--- src/rtl/self_trigger_fifo.sv ---
// Self-trigger event capture: measures each trigger pulse and queues {width, timestamp} records for readout.
// Optional width counter: define SELF_TRIG_FIFO_WIDTH_EN; when undefined the width field reads as zero.
module self_trigger_fifo #(
    parameter int DEPTH  = 16,
    parameter int ADDR_W = 4
) (
    input  logic              clk,
    input  logic              rst,
    input  logic              trigger,
    input  logic [41:0]       timestamp,
    input  logic              enable,
    input  logic              clear,
    input  logic              rd_en,
    output logic [49:0]       dout,
    output logic              dout_valid,
    output logic              empty,
    output logic              full,
    output logic [ADDR_W:0]   count,
    output logic              overflow,
    output logic [15:0]       drop_count
);

    typedef enum logic [1:0] {
        S_IDLE    = 2'd0,
        S_ARMED   = 2'd1,
        S_MEASURE = 2'd2,
        S_COMMIT  = 2'd3
    } state_t;

    localparam logic [ADDR_W:0] C_DEPTH = DEPTH[ADDR_W:0];

    // enable arrives from another domain; two flops before anything looks at it
    (* ASYNC_REG = "TRUE" *) logic r_en_meta;
    (* ASYNC_REG = "TRUE" *) logic r_en_sync;

    logic              r_trig_d;
    state_t            r_state;
    logic [41:0]       r_ts;
    logic [49:0]       r_mem [DEPTH];
    logic [ADDR_W-1:0] r_wr_ptr;
    logic [ADDR_W-1:0] r_rd_ptr;
    logic [ADDR_W:0]   r_count;
    logic [49:0]       r_dout;
    logic              r_dout_valid;
    logic              r_overflow;
    logic [15:0]       r_drop_count;

    logic              w_rise;
    logic              w_fall;
    logic              w_capture;
    logic              w_commit;
    logic              w_empty;
    logic              w_full;
    logic              w_rd_acc;
    logic              w_wr_acc;
    logic              w_drop;
    logic [7:0]        w_width;
    logic [49:0]       w_record;

    assign w_rise    = trigger & ~r_trig_d;
    assign w_fall    = ~trigger & r_trig_d;
    // A rise is captured from ARMED, and also from COMMIT so back-to-back pulses are not lost
    assign w_capture = r_en_sync & w_rise & ((r_state == S_ARMED) | (r_state == S_COMMIT));
    assign w_commit  = (r_state == S_COMMIT);

    assign w_empty   = (r_count == '0);
    assign w_full    = (r_count == C_DEPTH);
    assign w_rd_acc  = rd_en & ~w_empty;
    assign w_wr_acc  = w_commit & (~w_full | w_rd_acc);
    assign w_drop    = w_commit & ~w_wr_acc;
    assign w_record  = {w_width, r_ts};

    always_ff @(posedge clk) begin
        // NOTE: sequential state uses non-blocking assignments so every flop samples pre-edge values.
        if (rst) begin
            r_en_meta <= 1'b0;
            r_en_sync <= 1'b0;
            r_trig_d  <= 1'b0;
        end else begin
            r_en_meta <= enable;
            r_en_sync <= r_en_meta;
            r_trig_d  <= trigger;
        end
    end

    always_ff @(posedge clk) begin
        if (rst || clear) begin
            r_state <= S_IDLE;
            r_ts    <= '0;
        end else begin
            if (w_capture) begin
                r_ts <= timestamp;
            end
            case (r_state)
                S_IDLE: begin
                    if (r_en_sync) r_state <= S_ARMED;
                end
                S_ARMED: begin
                    if (!r_en_sync)     r_state <= S_IDLE;
                    else if (w_rise)    r_state <= S_MEASURE;
                end
                S_MEASURE: begin
                    if (!r_en_sync)     r_state <= S_IDLE;
                    else if (w_fall)    r_state <= S_COMMIT;
                end
                S_COMMIT: begin
                    if (!r_en_sync)     r_state <= S_IDLE;
                    else if (w_rise)    r_state <= S_MEASURE;
                    else                r_state <= S_ARMED;
                end
                default: r_state <= S_IDLE;
            endcase
        end
    end

`ifdef SELF_TRIG_FIFO_WIDTH_EN
    logic [7:0] r_width;

    always_ff @(posedge clk) begin
        if (rst || clear) begin
            r_width <= '0;
        end else if (w_capture) begin
            r_width <= 8'd1;
        end else if ((r_state == S_MEASURE) && trigger && (r_width != 8'hFF)) begin
            r_width <= r_width + 8'd1;
        end
    end

    assign w_width = r_width;
`else
    assign w_width = 8'd0;
`endif

    // NOTE: storage array has no reset; only pointers and count define which entries are valid.
    always_ff @(posedge clk) begin
        if (!rst && !clear && w_wr_acc) begin
            r_mem[r_wr_ptr] <= w_record;
        end
    end

    always_ff @(posedge clk) begin
        if (rst || clear) begin
            r_wr_ptr     <= '0;
            r_rd_ptr     <= '0;
            r_count      <= '0;
            r_dout       <= '0;
            r_dout_valid <= 1'b0;
            r_overflow   <= 1'b0;
            r_drop_count <= '0;
        end else begin
            r_dout_valid <= w_rd_acc;
            if (w_rd_acc) begin
                r_dout   <= r_mem[r_rd_ptr];
                r_rd_ptr <= r_rd_ptr + ADDR_W'(1);
            end
            if (w_wr_acc) begin
                r_wr_ptr <= r_wr_ptr + ADDR_W'(1);
            end
            case ({w_wr_acc, w_rd_acc})
                2'b10:   r_count <= r_count + 1'b1;
                2'b01:   r_count <= r_count - 1'b1;
                default: r_count <= r_count;
            endcase
            if (w_drop) begin
                r_overflow <= 1'b1;
                if (r_drop_count != 16'hFFFF) begin
                    r_drop_count <= r_drop_count + 16'd1;
                end
            end
        end
    end

    assign dout       = r_dout;
    assign dout_valid = r_dout_valid;
    assign empty      = w_empty;
    assign full       = w_full;
    assign count      = r_count;
    assign overflow   = r_overflow;
    assign drop_count = r_drop_count;

endmodule
--- config.mk ---
export PLATFORM = sky130hd
export DESIGN_NAME = self_trigger_fifo
export DESIGN_NICKNAME = d
export VERILOG_FILES = /design/src/rtl/self_trigger_fifo.sv
export SDC_FILE = /design/constraint.sdc
export NUM_CORES = 1
export LEC_CHECK = 0
export ABC_AREA = 1
export BUFFER_PORTS_ARGS = -buffer_cell sky130_fd_sc_hd__buf_2
export CAP_MARGIN = 20
export CORE_UTILIZATION = 36
export DETAILED_ROUTE_END_ITERATION = 12
export GPL_TIMING_DRIVEN = 1
export SLEW_MARGIN = 20
export SYNTH_ARGS = -nofsm -noshare
export SYNTH_HDL_FRONTEND = slang
export SYNTH_SLANG_ARGS = --single-unit
--- constraint.sdc ---
create_clock -name clk -period 3.9 [get_ports clk]
set_input_delay 0.195 -clock clk [delete_from_list [all_inputs] [get_ports clk]]
set_output_delay 0.195 -clock clk [all_outputs]
set_load 0.02 [all_outputs]
==> run metrics <==
TritonRoute pass-1 iters=5; vias after detailed routing=22557; TritonCTS Sinks=792; Area growth syn-to-layout=15.90%; CP most frequent cell=nor2_4; DR iter-0 viols=1846; slowest cell delay on critical path=0.61 ns; CTS tree=built; Leakage=between 15 and 20 nW; initial antenna violation count=1; crit path kind=input pin to register; EDFF count, synth=672; vias in the first global route=between 20000 and 25000; Clock transition at path regs=0.06 ns; final WL=86020 um; per-cell routed wire length=18.32 um; total power=0.01713 W; Final period util=67.75%; Clock Path Buffers=3; number of diodes=0; min-delay worst type=input pin to register; cell row count=111; core area=between 90000 and 100000 sq um; Die Footprint=93620 sq um; Fmax=about 380 MHz; Yosys Warn Count=0; Critical Path End Type=register; Slew HR=~28%; GRT overflow=0; Final Skew=0.02421 ns; io pins=123; die width=306.0 um; run status=complete, no violations; Crit path arrival time=slightly below 3 ns; fillers=8483; gr usage total=18.37%; layout cells sized above 1=9.379%; Post-synth top flop=edfxtp_1; CP max FO=31; Yosys reg bits=792; Nets=3497; family with the most delay on the worst path=simple AND/OR/NAND/NOR gates; sequential area share after synthesis=about 68%; area leader, netlist=edfxtp_1; Final ANT Viol Nets=0; most common cell after layout, fill and taps aside=nand2_1; startpoint types=input pin; Power Density=~440 nW/um^2; CP Buf/Inv Count=3; first-pass GRT wire length=around 130000 um; Slew Viols, Final=0; Slew @ Worst Pin=between 1 and 1.5 ns; MaxCap Viol Count=0; setup_tns=0 ns; Final Setup Violations=0; Clock Tree Root=clkbuf_16; top cells by area, synth=edfxtp_1, nand2_1, nand3_1; via/cell ratio=4.805; commonest cells after routing, fill and taps aside=nand2_1, edfxtp_1, nand3_1; Post-Syn Area per Cell=around 10 sq um; Mapped Area=33260 sq um; Clk Latency, worst-skew pair=0.64 ns; Max rail drop VDD=0.0002865 V; share of the synthesized area in the top cell type=about three fifths; H-tree lvl count=3; Mapped Cells=3307; RSZ-0062 raised after global routing=no; Post-route DRC=0; Initial Util=36.34%; pin count of the biggest net entering global routing=about 210; Die H=between 300 and 400 um; post-DP HPWL=approximately 43000 um; required time worst endpoint=4.20 ns; asr flop ratio synth=0%; Slowest cell on crit path=nor2_4; final critical-path required period=2.642 ns; Netlist cell types=30; GPL Wtd Cong=0.7677; crit-path cells=dlygate4sd3_1 > buf_2 > nor2_4 > nand3_1 > nor2_4 > buf_12; Final Hold Violating Endpoints=0; cts bufs inserted=83; PortBufs=114
## cell usage after synthesis (all sizes together), types with 9 or more instances
cell and n:
inv 427, edfxtp 672, ha 9, o21ai 77, xor2 12, buf 129, dfxtp 120, o211ai 14
nor2 285, a21oi 26, nand3 486, nand2 988, clkbuf 49
## path summary, 6_finish.rpt
path	startpoint	endpoint	slack, ns	cells past startpoint
setup / recovery	rst	r_mem[5][24]	1.26	6
setup reg to reg	count[2]	r_mem[5][24]	1.39	7
hold / removal	rd_en	overflow	0.08	6
hold reg to reg	r_en_meta	r_en_sync	0.44	2
## worst reg2reg max path, cell delays in order, from the launching register on
cell and delay, ns:
dfxtp_1 0.40, nor2_2 0.08, nand4_1 0.13, nand2_1 0.18, inv_1 0.20, nand2_1 0.28, nor2_4 0.53, buf_12 0.37
## repair_timing
item,in CTS,in global routing
endpoints found under the setup margin,0,0
endpoints found under the hold margin,53,0
gates resized for setup,0,0
hold buffers,58,0
setup buffers,0,0
## registers in the layout (all words and copies together), names as in the netlist
| name | count |
|---|---|
| count | 5 |
| dout | 42 |
| dout_valid | 1 |
| drop_count | 16 |
| overflow | 1 |
| r_en_meta | 1 |
| r_en_sync | 1 |
| r_mem | 672 |
| r_rd_ptr | 4 |
| r_state | 2 |
| r_trig_d | 1 |
| r_ts | 42 |
| r_wr_ptr | 4 |
## final cells by class
class,count,area [sq um],share of cell area [%]
Sequential cell,792,22590,58.61
Clock inverter,32,301.5,0.7822
Inverter,428,1625,4.216
Timing Repair Buffer,218,1747,4.531
Tap cell,1186,1484,3.849
Clock buffer,122,2469,6.403
Multi-Input combinational cell,1916,8332,21.61
## logic make-up after synthesis
| group | share of synthesized area (%) |
|---|---|
| simple gates | 21.89 |
| flops | 67.89 |
| buf+inv | 7.553 |
| compound gates | 1.892 |
| xor+xnor | 0.3686 |
| fa+ha+maj | 0.3987 |
| other cells | 0.01127 |
## stage by stage
step                cell area (sq um)  setup WS [ns]  utilization (%)  cells  hold slack (ns)
CTS                             38550          1.284            42.12   4694          0.05083
floorplan                       33290         0.6168                -   3314           0.2662
global placement                35200          1.209            38.46   4482           0.4009
detailed placement              35200          1.174            38.46   4482           0.4080
global route                    38550          1.159            42.12   4694           0.1111
finish                          38550          1.258            42.12   4694          0.08143
## per-layer routing
| metal | track usage, % | vias to the layer above | wire [um] |
|---|---|---|---|
| met4 | 5.948 | 0 | 2169 |
| met2 | 31.30 | 679 | 41560 |
| met5 | 0 | - | 0 |
| met3 | 2.751 | 132 | 5364 |
| met1 | 23.97 | 10725 | 36930 |
| li1 | - | 11021 | - |
## power by group
group | total, W | leakage, nW | internal (W) | switching (W)
Clock | 0.00796 | 1.38 | 0.00467 | 0.00329
Combinational | 0.000120 | 8.11 | 0.0000564 | 0.0000639
Sequential | 0.00905 | 6.79 | 0.00905 | 0.00000258
Total | 0.0171 | 16.3 | 0.0138 | 0.00335
(Power assumes the default switching activity.)
